[config.mk]
export PLATFORM = sky130hd
export DESIGN_NAME = operand_fetch
export DESIGN_NICKNAME = d
export VERILOG_FILES = /design/src/rtl/cpu_pkg.sv /design/src/rtl/operand_select.sv /design/src/rtl/operand_fetch.sv
export SDC_FILE = /design/constraint.sdc
export NUM_CORES = 1
export LEC_CHECK = 0
export BUFFER_PORTS_ARGS = -buffer_cell sky130_fd_sc_hd__clkbuf_2
export CAP_MARGIN = 20
export CELL_PAD_IN_SITES_DETAIL_PLACEMENT = 1
export CELL_PAD_IN_SITES_GLOBAL_PLACEMENT = 1
export CORE_ASPECT_RATIO = 0.5
export CORE_MARGIN = 2
export CORE_UTILIZATION = 38
export CTS_BUF_LIST = sky130_fd_sc_hd__clkbuf_8
export DETAILED_ROUTE_END_ITERATION = 8
export HOLD_SLACK_MARGIN = 0.06
export PLACE_DENSITY = 0.94
export RECOVER_POWER = 25
export SETUP_SLACK_MARGIN = 0.02
export SYNTH_ARGS = -nofsm -noshare
export SYNTH_HDL_FRONTEND = slang
export SYNTH_SLANG_ARGS = --single-unit
[constraint.sdc]
create_clock -name clk -period 1.8 [get_ports clk]
set_input_delay 0.27 -clock clk [delete_from_list [all_inputs] [get_ports clk]]
set_output_delay 0.27 -clock clk [all_outputs]
set_load 0.05 [all_outputs]
[src/rtl/cpu_pkg.sv]
// cpu_pkg: shared CPU-core definitions used by the operand-fetch slice.
//   REG_ADDR_W / DATA_W : register-file address and data widths.
//   PC_REG / PC_READ_OFFSET : architectural PC register and the offset a
//                             read of it returns (pc + 8).
//   fetch_entry_t : one PEND entry (sources, pc, and the same-edge bypass
//                   capture for each operand).
// The tag is kept beside the entry in the user module because its width
// is a module parameter.
package cpu_pkg;

    localparam int REG_ADDR_W = 4;
    localparam int DATA_W     = 32;

    localparam logic [REG_ADDR_W-1:0] PC_REG         = 4'd15;
    localparam logic [DATA_W-1:0]     PC_READ_OFFSET = 32'd8;

    typedef struct packed {
        logic [REG_ADDR_W-1:0] rn;
        logic [REG_ADDR_W-1:0] rm;
        logic [DATA_W-1:0]     pc;
        logic                  byp_a;
        logic                  byp_b;
        logic [DATA_W-1:0]     byp_data_a;
        logic [DATA_W-1:0]     byp_data_b;
    } fetch_entry_t;

    function automatic logic is_pc_reg(input logic [REG_ADDR_W-1:0] addr);
        return addr == PC_REG;
    endfunction

    function automatic logic [DATA_W-1:0] pc_read_value(input logic [DATA_W-1:0] pc);
        return pc + PC_READ_OFFSET;
    endfunction

endpackage

[src/rtl/operand_select.sv]
// operand_select: combinational value chooser for one source operand as it
// moves from PEND to OUT.
//   addr      : source register of this operand.
//   rf_data   : registered register-file read data for addr.
//   byp/byp_data : write captured on the edge the file sampled addr
//                  (the file returns the pre-write value in that case).
//   wb_en/wb_reg/wb_data : writeback happening on the transfer edge itself.
//   pc        : instruction address (used for R15 substitution).
//   value     : operand to load into OUT.
// Optional: OPFETCH_PC_SUBST_EN makes R15 read as pc+8, overriding all
// forwarding.
module operand_select
    import cpu_pkg::*;
(
    input  logic [REG_ADDR_W-1:0] addr,
    input  logic [DATA_W-1:0]     rf_data,
    input  logic                  byp,
    input  logic [DATA_W-1:0]     byp_data,
    input  logic                  wb_en,
    input  logic [REG_ADDR_W-1:0] wb_reg,
    input  logic [DATA_W-1:0]     wb_data,
    input  logic [DATA_W-1:0]     pc,
    output logic [DATA_W-1:0]     value
);

`ifndef OPFETCH_PC_SUBST_EN
    logic unused_pc;
    assign unused_pc = ^pc;
`endif

    always_comb begin
        value = byp ? byp_data : rf_data;
        // A write landing on the transfer edge is younger than anything
        // the file or the bypass capture could hold.
        if (wb_en && (wb_reg == addr)) begin
            value = wb_data;
        end
`ifdef OPFETCH_PC_SUBST_EN
        if (is_pc_reg(addr)) begin
            value = pc_read_value(pc);
        end
`endif
    end

endmodule

[src/rtl/operand_fetch.sv]
// operand_fetch: read-side client of the 16x32 register file between decode
// and execute. Two entries: PEND (addresses issued, data returning next
// cycle) and OUT (operands held for execute).
// Ports:
//   clk, reset (sync, active-high), flush (drop all in-flight entries)
//   in_valid/in_ready, in_rn, in_rm, in_pc, in_tag : decoded instruction
//   rf_read_regA/B, rf_read_dataA/B : register-file read ports (1-cycle)
//   wb_en, wb_reg, wb_data : snooped register-file write port
//   out_valid/out_ready, out_op_a, out_op_b, out_pc, out_tag : to execute
// Handshake: a transfer happens on a rising edge where valid && ready are
// both high; valid never depends on ready, and a held OUT entry keeps its
// pc/tag stable while its operands track younger writebacks.
// Optional: OPFETCH_PC_SUBST_EN makes R15 read as pc+8 with no forwarding.
module operand_fetch
    import cpu_pkg::*;
#(
    parameter int TAG_W = 32
) (
    input  logic                  clk,
    input  logic                  reset,
    input  logic                  flush,
    input  logic                  in_valid,
    output logic                  in_ready,
    input  logic [REG_ADDR_W-1:0] in_rn,
    input  logic [REG_ADDR_W-1:0] in_rm,
    input  logic [DATA_W-1:0]     in_pc,
    input  logic [TAG_W-1:0]      in_tag,
    output logic [REG_ADDR_W-1:0] rf_read_regA,
    output logic [REG_ADDR_W-1:0] rf_read_regB,
    input  logic [DATA_W-1:0]     rf_read_dataA,
    input  logic [DATA_W-1:0]     rf_read_dataB,
    input  logic                  wb_en,
    input  logic [REG_ADDR_W-1:0] wb_reg,
    input  logic [DATA_W-1:0]     wb_data,
    output logic                  out_valid,
    input  logic                  out_ready,
    output logic [DATA_W-1:0]     out_op_a,
    output logic [DATA_W-1:0]     out_op_b,
    output logic [DATA_W-1:0]     out_pc,
    output logic [TAG_W-1:0]      out_tag
);

    fetch_entry_t          pend;
    logic [TAG_W-1:0]      pend_tag;
    logic                  pend_valid;
    logic [REG_ADDR_W-1:0] out_rn;
    logic [REG_ADDR_W-1:0] out_rm;

    logic                  out_adv;
    logic                  pend_adv;
    logic                  accept;
    logic [DATA_W-1:0]     sel_a;
    logic [DATA_W-1:0]     sel_b;
    logic                  out_fwd_a;
    logic                  out_fwd_b;
    logic                  out_hit_a;
    logic                  out_hit_b;

    assign out_adv  = !out_valid || out_ready;
    assign pend_adv = pend_valid && out_adv;
    assign in_ready = !flush && (!pend_valid || out_adv);
    assign accept   = in_valid && in_ready;

    // The file is always reading something: the incoming sources when we
    // accept, otherwise PEND's sources so a holding PEND keeps re-reading.
    assign rf_read_regA = (pend_valid && !accept) ? pend.rn : in_rn;
    assign rf_read_regB = (pend_valid && !accept) ? pend.rm : in_rm;

    operand_select u_sel_a (
        .addr     (pend.rn),
        .rf_data  (rf_read_dataA),
        .byp      (pend.byp_a),
        .byp_data (pend.byp_data_a),
        .wb_en    (wb_en),
        .wb_reg   (wb_reg),
        .wb_data  (wb_data),
        .pc       (pend.pc),
        .value    (sel_a)
    );

    operand_select u_sel_b (
        .addr     (pend.rm),
        .rf_data  (rf_read_dataB),
        .byp      (pend.byp_b),
        .byp_data (pend.byp_data_b),
        .wb_en    (wb_en),
        .wb_reg   (wb_reg),
        .wb_data  (wb_data),
        .pc       (pend.pc),
        .value    (sel_b)
    );

`ifdef OPFETCH_PC_SUBST_EN
    assign out_fwd_a = !is_pc_reg(out_rn);
    assign out_fwd_b = !is_pc_reg(out_rm);
`else
    assign out_fwd_a = 1'b1;
    assign out_fwd_b = 1'b1;
`endif

    assign out_hit_a = wb_en && (wb_reg == out_rn) && out_fwd_a;
    assign out_hit_b = wb_en && (wb_reg == out_rm) && out_fwd_b;

    always_ff @(posedge clk) begin
        if (reset) begin
            pend       <= '0;
            pend_tag   <= '0;
            pend_valid <= 1'b0;
            out_valid  <= 1'b0;
            out_rn     <= '0;
            out_rm     <= '0;
            out_op_a   <= '0;
            out_op_b   <= '0;
            out_pc     <= '0;
            out_tag    <= '0;
        end else begin
            // Whatever address the file samples on this edge, remember a
            // coinciding write: the file will return the pre-write value.
            pend.byp_a      <= wb_en && (wb_reg == rf_read_regA);
            pend.byp_b      <= wb_en && (wb_reg == rf_read_regB);
            pend.byp_data_a <= wb_data;
            pend.byp_data_b <= wb_data;

            if (accept) begin
                pend.rn  <= in_rn;
                pend.rm  <= in_rm;
                pend.pc  <= in_pc;
                pend_tag <= in_tag;
            end

            if (flush) begin
                pend_valid <= 1'b0;
            end else if (accept) begin
                pend_valid <= 1'b1;
            end else if (pend_adv) begin
                pend_valid <= 1'b0;
            end

            if (flush) begin
                out_valid <= 1'b0;
            end else if (pend_adv) begin
                out_valid <= 1'b1;
                out_rn    <= pend.rn;
                out_rm    <= pend.rm;
                out_op_a  <= sel_a;
                out_op_b  <= sel_b;
                out_pc    <= pend.pc;
                out_tag   <= pend_tag;
            end else if (out_ready) begin
                out_valid <= 1'b0;
            end else if (out_valid) begin
                // Held for execute: track the youngest write to each source.
                if (out_hit_a) out_op_a <= wb_data;
                if (out_hit_b) out_op_b <= wb_data;
            end
        end
    end

endmodule

==> reports/metrics.yaml, run 1 <==
synth_edf_count: 0
routed_via_density: 6.389
skew_ps: 43.39
ant_nets: 0
netlist_area_um2: 9742
final_util: 0.6225
endpoint_kind: "flip-flop"
period_needed_ps: 2971
htreeDepth: 2
start_kind: "flip-flop"
worstPathMaxFanout: 32
setup_tns_ps: -50420
vias: 12590
clock_sinks: 244
timing.critical_path.buf_inv: 1
max-vdd-ir-drop_mv: 0.3865
fp.coreArea_um2: 25190
drive_above_1_share: 0.3849
worstSetupPathDepth: 6
rows: 41
syn-num-nets: 1303
grt_overflow_total: 0
yosysUniqueCellTypes: 32
cpPeakStageDelay_ps: 780
synth_cells: 1125
boundaryPins: 316
crit_required_ps: 2200
grt_pass1_wl_mm: 70.03
cap_violations: 0
rr_worst_depth: 6
grt_max_degree: 73
cts.path.max_buffers: 3
io_buffers: 315
violations: "negative setup slack"
gp_congestion: 0.8536
grt_usage: 0.3381
status: "finished, violations left"
p_per_area_nw_per_um2: 836.5
ys_dominant_reg_cell: "dfxtp_1"
die_w_um: 230.4
clock.fmax_ghz: 0.3366
die_h_um: 117.2
hold_depth: 3
routed_wirelength_mm: 65.73
crit_type: "flip-flop to flip-flop"
fin_hold_ws_ps: 141.1
yosys_warnings: 0
wl_per_cell_um: 33.35
setup_slack_ps: -1171
ys_ff_latch: 244
path_delay_family: "XOR/XNOR gates"
drtIter0Drc: 1499
fin_crit_sh: 1.651
critPathSlowestCell: "xnor2_1"
cts_root_buf: "clkbuf_8"
drv_slew: 0
area_growth_pct: 60.94
ys_seq_area_frac: 0.5014
drc: 0
cts_tree: "built"
finalNetCount: 1770
dieArea_um2: 27010
syn_area_per_cell_um2: 8.659
worst_pin_slew_ps: 938.3
grt_pass1_vias: 11810
crit_chain: "xnor2_1, nand3_2, nor2_2, buf_12, o22ai_1, o2bb2ai_1"
finalHoldViolCount: 0
clock_latency_ps: 570
power_mw: 13.12
p_leak_nw: 6.147
setup_viol: 242
antenna_found_initial: 8
path_clk_slew_ps: 90
rsz0062_at_grt: "true"
synthArstFlopShare: 0
dr.pass1.iters: 6
dp_hpwl_mm: 24.77
critPathArrivalTime_ps: 3370
worstHoldPathType: "input pin to flip-flop"
slew_headroom: 0.3700
cts_buffers: 37
start_util: 0.3868
layout make-up:
class,instances,area (µm²)
Clock buffer,49,674.4
Timing Repair Buffer,522,4449
Clock inverter,14,66.31
Sequential cell,244,4893
Tap cell,344,430.4
Fill cell,2793,9509
Antenna cell,11,27.53
Multi-Input combinational cell,787,5137
worst min-delay path: cells and delay by family:
family | cells | cell delay, ps
buffers and inverters | 2 | 280
AND/OR/NAND/NOR | 1 | 90
flip-flops by register name (all words and copies together) (netlist names):
name and flops:
out_valid 1, pend 74, pend_valid 1, out_rm 4, out_op_a 32, out_pc 32, pend_tag 32, out_tag 32
out_op_b 32, out_rn 4
kinds of logic (layout without fill, tap and decap cells):
| logic type | Yosys count | count (layout) | share of synthesized area |
|---|---|---|---|
| XOR/XNOR | 22 | 22 | 0.01978 |
| other | 0 | 11 | 0 |
| flip-flops | 244 | 244 | 0.5014 |
| buffers and inverters | 94 | 585 | 0.04482 |
| multiplexers | 74 | 74 | 0.07860 |
| AND/OR/NAND/NOR | 411 | 411 | 0.1761 |
| AO/OA/AOI/OAI | 280 | 280 | 0.1793 |
where the power goes:
part / switching (mW) / internal, mW
sequential: 0.156 / 5.56
clock: 2.71 / 2.44
combinational: 1.32 / 0.931
total: 4.19 / 8.93
cell usage after synthesis (all sizes together) (2+ instances only):
master | instances | area share
nand2 | 355 | 0.14
xor2 | 6 | 0.0054
o2bb2ai | 64 | 0.058
nor2b | 35 | 0.024
buf | 65 | 0.034
nand2b | 2 | 0.0021
nand3 | 2 | 0.0010
nor4 | 2 | 0.0026
nand4 | 2 | 0.0013
dfxtp | 244 | 0.50
xnor2 | 16 | 0.014
o21a | 2 | 0.0015
o21ai | 2 | 0.0022
a21oi | 146 | 0.075
nor3 | 4 | 0.0031
clkbuf | 29 | 0.011
o22ai | 64 | 0.041
nor2 | 5 | 0.0019
o21bai | 2 | 0.0019
mux2 | 8 | 0.011
mux2i | 66 | 0.068
final timing paths:
kind	endpoint	from	slack [ps]
worst min register to register	out_pc[13]$_SDFFE_PP0P_	pend[79]$_SDFFE_PP0P_	460
worst max register to register	out_op_a[30]$_SDFFE_PP0P_	pend[102]$_SDFFE_PP0P_	-1170
worst max-delay path	out_op_a[30]$_SDFFE_PP0P_	pend[102]$_SDFFE_PP0P_	-1170
worst min-delay path	pend_valid$_SDFFE_PP0P_	flush	140
per-layer routing:
layer,global-route usage,wire length (µm),up-vias
li1,-,-,4801
met1,0.3656,22800,6010
met2,0.6092,28760,1221
met3,0.07001,7585,560
met4,0.2383,6575,0
met5,0,0,-
cell usage in the layout (no fill, tap or decap), types with 24 or more instances in the layout:
| cell type | instances |
|---|---|
| nand2_2 | 40 |
| a21oi_1 | 64 |
| clkbuf_16 | 30 |
| clkbuf_8 | 49 |
| clkbuf_1 | 24 |
| o2bb2ai_1 | 48 |
| mux2i_1 | 66 |
| buf_12 | 25 |
| o22ai_1 | 60 |
| dfxtp_1 | 239 |
| nand2_1 | 312 |
| dlygate4sd3_1 | 110 |
| a21oi_2 | 81 |
| clkbuf_2 | 282 |
| nor2b_1 | 33 |
stage by stage:
step                setup slack, ps  cell area, µm²  cells
floorplan                    -13.78            9757   1125
global placement              96.81           11810   1718
detailed placement           -4.001           11810   1718
CTS                          -339.2           13930   1899
global route                  -1370           15670   1966
finish                        -1171           15680   1971
timing repair:
item	4_1_cts	5_1_grt
cloned	1	38
resized for setup	33	201
pin swaps	3	42
hold endpoints to repair	113	0
endpoints found under the setup margin	41	198
hold buffers	110	0
buffers inserted	7	25
(Power assumes the default switching activity.)
==> inputs of run 2 (changes only) <==
--- a/config.mk
+++ b/config.mk
@@ -5,6 +5,7 @@
 export SDC_FILE = /design/constraint.sdc
 export NUM_CORES = 1
 export LEC_CHECK = 0
+export ABC_AREA = 1
 export BUFFER_PORTS_ARGS = -buffer_cell sky130_fd_sc_hd__clkbuf_2
 export CAP_MARGIN = 20
 export CELL_PAD_IN_SITES_DETAIL_PLACEMENT = 1
@@ -15,7 +16,7 @@
 export CTS_BUF_LIST = sky130_fd_sc_hd__clkbuf_8
 export DETAILED_ROUTE_END_ITERATION = 8
 export HOLD_SLACK_MARGIN = 0.06
-export PLACE_DENSITY = 0.94
+export PLACE_DENSITY = 0.95
 export RECOVER_POWER = 25
 export SETUP_SLACK_MARGIN = 0.02
 export SYNTH_ARGS = -nofsm -noshare
==> run 2 against run 1 <==
- the run still ends with negative setup slack left
- total power decreased by 7.8%
- highest routed layer unchanged
- worst hold slack worse by 32 ps
- synthesized area grew 8.9%
- utilization is 8.1 points lower
- final cell count up 16%
- register-to-register slack improved by 1100 ps
- synthesized cell count is 29% higher
- setup slack better by 940 ps
==> reports/metrics.yaml, run 2 <==
busiest_layer: "met2"
grt_overflow_total: 0  # unchanged
routed_wirelength_mm: 48.90  # -26%
grt_max_degree: 130  # +78%
power_mw: 12.09  # -7.8%
crit_required_ps: 1530  # -670 ps
clock_sinks: 244  # unchanged
slew_headroom: 0.4177  # +0.04768
synth_edf_count: 0  # unchanged
gp_congestion: 0.8407  # -1.5%
dp_hpwl_mm: 26.09  # +5.4%
grt_pass1_vias: 13030  # +10%
violations: "negative setup slack"
cts_tree: "built"
critPathArrivalTime_ps: 1760  # -1610 ps
htreeDepth: 2  # unchanged
grt_usage: 0.3100  # -0.02814
wl_per_cell_um: 21.45  # -36%
ys_dominant_reg_cell: "dfxtp_1"
worst_pin_slew_ps: 873.5  # -64.77 ps
setup_slack_ps: -232.1  # +938.9 ps
boundaryPins: 316  # unchanged
drv_slew: 0  # unchanged
fin_cells: 2280  # +16%
mostFrequentLayoutCell: "clkbuf_2"
clock_latency_ps: 580  # about the same
clock.fmax_ghz: 0.4921  # +46%
largest_register: "pend"
largest_register_ffs: 74  # unchanged
dieArea_um2: 29350  # +8.7%
rsz0062_at_grt: "true"
drive_above_1_share: 0.2534  # -0.1315
synth.top_cell.area_share: 0.4605  # -0.04093
ys_ff_latch: 244  # unchanged
final_cell_mix: "clkbuf_2, nand2_1, dfxtp_1"
dp_cells: 2071  # +21%
path_delay_family: "buffers and inverters"
synth_cells: 1452  # +29%
clock_power_share: 0.388  # -0.005
yosysUniqueCellTypes: 23  # -28%
synthArstFlopShare: 0  # unchanged
cpPeakStageDelay_ps: 360  # -420 ps
ant_nets: 0  # unchanged
p_per_area_nw_per_um2: 808.9  # -3.3%
vias: 12600  # +0.095%
period_needed_ps: 2032  # -938.9 ps
gr-usage-met3: 0.06413  # -0.005881
synth_common_cells: "nand2_1, dfxtp_1, nand3_1"
worstPathMaxFanout: 8  # -75%
start_kind: "flip-flop"
syn_area_per_cell_um2: 7.306  # -16%
synth_top_area_cell: "dfxtp_1"
antenna_found_initial: 6  # -2
regToRegStartpoint: "pend_valid$_SDFFE_PP0P_"
p_leak_nw: 6.459  # +5.1%
crit_chain: "buf_4, buf_4, nand2_8, nand2_2, nand2_4, clkbuf_16"
rows: 43  # +4.9%
fp.coreArea_um2: 27600  # +9.6%
grt_use_met1: 0.3347  # -0.03095
fillers: 3510  # +26%
critPathMostFrequentCell: "buf_4"
grt_use_met2: 0.5477  # -0.06155
hold_start: "rf_read_dataB[7]"
drtIter0Drc: 767  # -49%
die_h_um: 122.1  # +4.2%
syn-num-nets: 1630  # +25%
status: "finished, violations left"
cts_buffers: 38  # +2.7%
seqPwrFrac: 0.469  # +0.033
yosys_warnings: 0  # unchanged
p_sw_mw: 3.613  # -14%
synth.most_common_cell: "nand2_1"
cts.path.max_buffers: 3  # unchanged
intPower_mw: 8.476  # -5.1%
timing.critical_path.buf_inv: 3  # +2
grt_pass1_wl_mm: 70.75  # +1.0%
max-vdd-ir-drop_mv: 0.4373  # +13%
cts_root_buf: "clkbuf_8"
skew_ps: 44.75  # +1.367 ps
io_buffers: 315  # unchanged
start_util: 0.3843  # -0.002434
finalNetCount: 2043  # +15%
setup_viol: 17  # -93%
routed_via_density: 5.528  # -13%
critPathSlowestCell: "dfxtp_4"
netlist_area_um2: 10610  # +8.9%
die_w_um: 240.3  # +4.3%
switching_share: 0.2989  # -0.02028
combPwrFrac: 0.143  # -0.029
crit_type: "flip-flop to output pin"
place_ws_ps: -49.05  # -45.05 ps
dr.pass1.iters: 5  # -1
path_clk_slew_ps: 70  # -20 ps
synth.area.top_cells: "dfxtp_1, nand2_1, nand3_1"
endpoint_kind: "output pin"
cap_violations: 0  # unchanged
worstSetupStartpoint: "pend_valid$_SDFFE_PP0P_"
worstHoldPathType: "input pin to flip-flop"
fin_crit_sh: 1.129  # -0.5216
area_growth_pct: 40.89
ys_seq_area_frac: 0.4605  # -0.04093
drc: 0  # unchanged
finalHoldViolCount: 0  # unchanged
[run 2: cell types whose count changed in the layout (fill, tap and decap cells not counted), moves of 33 or more]
cell,previous run,this run
a21oi_1,64,201
a21oi_2,81,0
inv_1,9,80
mux2_2,0,41
mux2i_1,66,9
nand2_1,312,256
nand3_1,1,197
nor2_1,1,193
nor2b_1,33,0
o21ai_0,0,46
o21ai_1,1,47
o22ai_1,60,0
o2bb2ai_1,48,0
[run 2: worst paths after layout]
kind / to / slack [ps] / depth (start not counted)
setup / recovery: rf_read_regB[0] / -230 / 6
hold / removal: out_op_b[7]$_SDFFE_PP0P_ / 110 / 5
setup reg to reg: out_op_b[12]$_SDFFE_PP0P_ / -90 / 9
hold reg to reg: out_tag[30]$_SDFFE_PP0P_ / 460 / 2
[run 2: logic make-up (layout without fill, tap and decap cells)]
kind of cell / count (synthesis) / in the layout / share of synthesized area
AND/OR/NAND/NOR: 675 / 676 / 0.2641
AO/OA/AOI/OAI: 298 / 298 / 0.1433
flip-flops: 244 / 244 / 0.4605
buffers and inverters: 183 / 620 / 0.07844
multiplexers: 50 / 50 / 0.05202
XOR/XNOR: 2 / 2 / 0.001652
other: 0 / 8 / 0
[run 2: what timing repair did]
item,4_1_cts,5_1_grt
hold buffers,110,0
resized for setup,48,16
buffers inserted,11,11
setup endpoints to repair,10,67
hold endpoints to repair,112,0
cloned,1,3
pin swaps,6,8
[run 2: tightest hold or removal path: stages]
cell,delay (ps)
clkbuf_2,80
mux2i_1,50
nor2_1,90
nor2_1,50
nor2_1,80
[run 2: power groups by stage]
stage | clock network (mW) | logic, mW | registers [mW]
6_report | 4.69 | 1.73 | 5.67
5_1_grt | 5.01 | 1.85 | 5.68
4_1_cts | 4.63 | 1.63 | 5.65
3_5_place_dp | 0 | 1.35 | 5.77
3_3_place_gp | 0 | 1.32 | 5.76
2_1_floorplan | 0 | 0.680 | 5.89
[run 2: routing by layer]
layer,up-vias,share of wire
li1,5628,-
met1,6123,0.37
met2,598,0.50
met3,255,0.060
met4,0,0.070
met5,-,0
[run 2: through the flow]
stage | hold WS (ps) | utilization | setup TNS (ps) | cell area, µm²
after global routing | 150.5 | 0.5413 | -3253 | 14940
after CTS | 60.82 | 0.5342 | -1383 | 14740
after detailed placement | 454.3 | 0.4580 | -161.7 | 12640
after global placement | 448.6 | 0.4580 | 0 | 12640
after floorplan | 348.5 | - | 0 | 10610
final | 108.7 | 0.5415 | -2022 | 14950
[run 2: cell type report]
class                      count  area (µm²)  area share
inverter                      66       250.2     0.01674
tap                          382       478.0     0.03198
multi-input combinational   1026        5075      0.3396
clock inverter                21       88.84    0.005944
sequential                   244        4900      0.3278
clock buffer                  44       605.6     0.04052
timing repair buffer         489        3528      0.2361
antenna                        8       20.02    0.001339
==> inputs of run 3 (changes only) <==
--- a/config.mk
+++ b/config.mk
@@ -17,7 +17,7 @@
 export DETAILED_ROUTE_END_ITERATION = 8
 export HOLD_SLACK_MARGIN = 0.06
 export PLACE_DENSITY = 0.95
-export RECOVER_POWER = 25
+export RECOVER_POWER = 100
 export SETUP_SLACK_MARGIN = 0.02
 export SYNTH_ARGS = -nofsm -noshare
 export SYNTH_HDL_FRONTEND = slang
==> constraint.sdc (replaced) <==
create_clock -name clk -period 2.2 [get_ports clk]
set_input_delay 0.33 -clock clk [delete_from_list [all_inputs] [get_ports clk]]
set_output_delay 0.33 -clock clk [all_outputs]
set_load 0.05 [all_outputs]
==> run 3 against run 2 <==
- largest cell class unchanged
- total power is 19% lower
- routed wire length is 4.6% lower
- global-route usage is 0.29 points lower
- the flow now finishes without violations
- utilization is 2.3 points lower
- critical endpoint is now rf_read_regA[1]
- die area stayed put
- clock power is 17% lower
- worst hold slack worse by 21 ps
- final area is 4.2% lower
- count of clock-buffer cells in the layout stayed put
- clock skew is 9.9 ps lower
- highest routed layer unchanged
- sequential power is 18% lower
==> reports/metrics.yaml, run 3 (synthesized netlist as in run 2, its figures left out) <==
cts_buffers: 37  # -2.6%
drtIter0Drc: 867  # +13%
max-vdd-ir-drop_mv: 0.3036  # -31%
clock_power_share: 0.396  # +0.008
rr_endpoint: "out_op_b[2]$_SDFFE_PP0P_"
drive_above_1_share: 0.2515  # -0.001949
rsz0062_at_grt: "true"
setup_viol: 0  # -17
start_kind: "flip-flop"
dr_wl_met2_mm: 23.58  # -3.3%
cts_tree: "built"
grt_pass1_vias: 12600  # -3.3%
io_buffers: 315  # unchanged
p_sw_mw: 2.860  # -21%
worstSetupStartpoint: "pend_valid$_SDFFE_PP0P_"
mostFrequentLayoutCell: "clkbuf_2"
ant_nets: 0  # unchanged
fin_hold_ws_ps: 87.43  # -21.31 ps
grt_overflow_total: 0  # unchanged
dieArea_um2: 29350  # unchanged
cap_violations: 0  # unchanged
clock_latency_ps: 570  # about the same
final_util: 0.5188  # -0.02271
critPathSlowestCell: "dfxtp_2"
place_ws_ps: 258.7  # +307.7 ps
critPathArrivalTime_ps: 1820  # +60 ps
finalHoldViolCount: 0  # unchanged
slew_headroom: 0.3064  # -0.1112
die_h_um: 122.1  # unchanged
finalNetCount: 2000  # -2.1%
htreeDepth: 2  # unchanged
rows: 43  # unchanged
dp_hpwl_mm: 25.79  # -1.2%
gp_congestion: 0.8292  # -1.4%
crit_required_ps: 1870  # +340 ps
clock_sinks: 244  # unchanged
status: "finished, final reports clean"
wl_per_cell_um: 20.88  # -2.6%
cts_root_buf: "clkbuf_8"
regToRegStartpoint: "pend_valid$_SDFFE_PP0P_"
dr.pass1.iters: 5  # unchanged
boundaryPins: 316  # unchanged
routed_via_density: 5.456  # -1.3%
area_growth_pct: 34.98
seq_area_um2: 4890  # -0.20%
period_needed_ps: 2151
largest_register_ffs: 74  # unchanged
timing.critical_path.buf_inv: 2  # -1
intPower_mw: 6.991  # -18%
largest_register: "pend"
switching_share: 0.2903  # -0.008557
rr_worst_depth: 8  # -1
vias: 12180  # -3.3%
start_util: 0.3843  # unchanged
fp.coreArea_um2: 27600  # unchanged
p_leak_nw: 6.281  # -2.8%
worstSetupPathDepth: 6  # unchanged
met1_length_mm: 17.75  # -2.3%
critPathMostFrequentCell: "nand3_4"
combPwrFrac: 0.133  # -0.010
setup_slack_ps: 49.32  # +281.4 ps
grt_pass1_wl_mm: 70.15  # -0.84%
die_w_um: 240.3  # unchanged
seqPwrFrac: 0.471  # +0.002
critPathCapture: "rf_read_regA[1]"
skew_ps: 34.86  # -9.890 ps
crit_type: "flip-flop to output pin"
multi_input_area_um2: 4941  # -2.6%
r2r_slack_ps: 200  # +290 ps
clock.fmax_ghz: 0.4650
grt_max_degree: 69  # -47%
path_delay_family: "simple AND/OR/NAND/NOR gates"
p_per_area_nw_per_um2: 688.0  # -15%
met3_length_mm: 2.618  # -10%
maxUsedRoutingLayer: "met4"
worst_pin_slew_ps: 1040  # +166.9 ps
crit_chain: "nand3_4, nand3_4, buf_6, nand3_1, nand2_2, buf_12"
routed_wirelength_mm: 46.63  # -4.6%
fillers: 3517  # +0.20%
drc: 0  # unchanged
path_clk_slew_ps: 80  # about the same
final_cell_mix: "clkbuf_2, nand2_1, dfxtp_1"
fin_crit_sh: 0.9776
antenna_found_initial: 6  # unchanged
cpPeakStageDelay_ps: 380  # +20 ps
worstHoldPathType: "input pin to flip-flop"
drv_slew: 0  # unchanged
grt_usage: 0.3071  # -0.002932
endpoint_kind: "output pin"
worstPathMaxFanout: 12  # +4
cts.path.max_buffers: 3  # unchanged
-- run 3: area by class of cell --
class | instances | share of cell area
Antenna cell | 6 | 0.001049
Multi-Input combinational cell | 1025 | 0.3451
Timing Repair Buffer | 448 | 0.2116
Inverter | 66 | 0.01730
Clock buffer | 44 | 0.04229
Clock inverter | 18 | 0.007777
Tap cell | 382 | 0.03338
Sequential cell | 244 | 0.3415
-- run 3: power by group through the flow --
stage | Combinational [mW] | Clock [mW] | Sequential [mW]
global route | 1.40 | 4.19 | 4.65
global placement | 1.06 | 0 | 4.71
floorplan | 0.556 | 0 | 4.82
finish | 1.31 | 3.90 | 4.64
detailed placement | 1.09 | 0 | 4.72
CTS | 1.25 | 3.86 | 4.63
-- run 3: what timing repair did --
item	CTS	global route
hold buffers	96	0
pin swaps	1	3
hold endpoints to repair	96	0
buffers inserted	5	2
endpoints found under the setup margin	8	8
gates resized for setup	8	15
-- run 3: worst min-delay path by stage --
stage / endpoint / depth (start not counted) / startpoint / slack, ps
2_1_floorplan: pend_valid$_SDFFE_PP0P_ / 1 / flush / 410
3_3_place_gp: out_tag[17]$_SDFFE_PP0P_ / 2 / out_tag[17]$_SDFFE_PP0P_ / 450
3_5_place_dp: out_tag[8]$_SDFFE_PP0P_ / 2 / out_tag[8]$_SDFFE_PP0P_ / 450
4_1_cts: pend[102]$_SDFFE_PP0P_ / 3 / in_rn[0] / 60
5_1_grt: pend[91]$_SDFFE_PP0P_ / 3 / in_pc[25] / 80
6_report: pend[102]$_SDFFE_PP0P_ / 3 / in_rn[0] / 90
-- run 3: layer usage --
| metal | track usage | vias to the layer above |
|---|---|---|
| met4 | 0.1759 | 0 |
| li1 | - | 5531 |
| met2 | 0.5616 | 542 |
| met5 | 0 | - |
| met3 | 0.05824 | 201 |
| met1 | 0.3364 | 5910 |
-- run 3: stage by stage --
step                instances  instance area, µm²  power (mW)  TNS [ps]
floorplan                1452               10610       5.376         0
global placement         2062               12520       5.776         0
detailed placement       2062               12520       5.812         0
CTS                      2225               14260       9.733         0
global route             2233               14320       10.23    -20.04
finish                   2233               14320       9.851         0
-- run 3: worst min-delay path, cell delays in order --
cell and delay, ps:
clkbuf_2 90, o21ai_0 80, a21oi_1 110
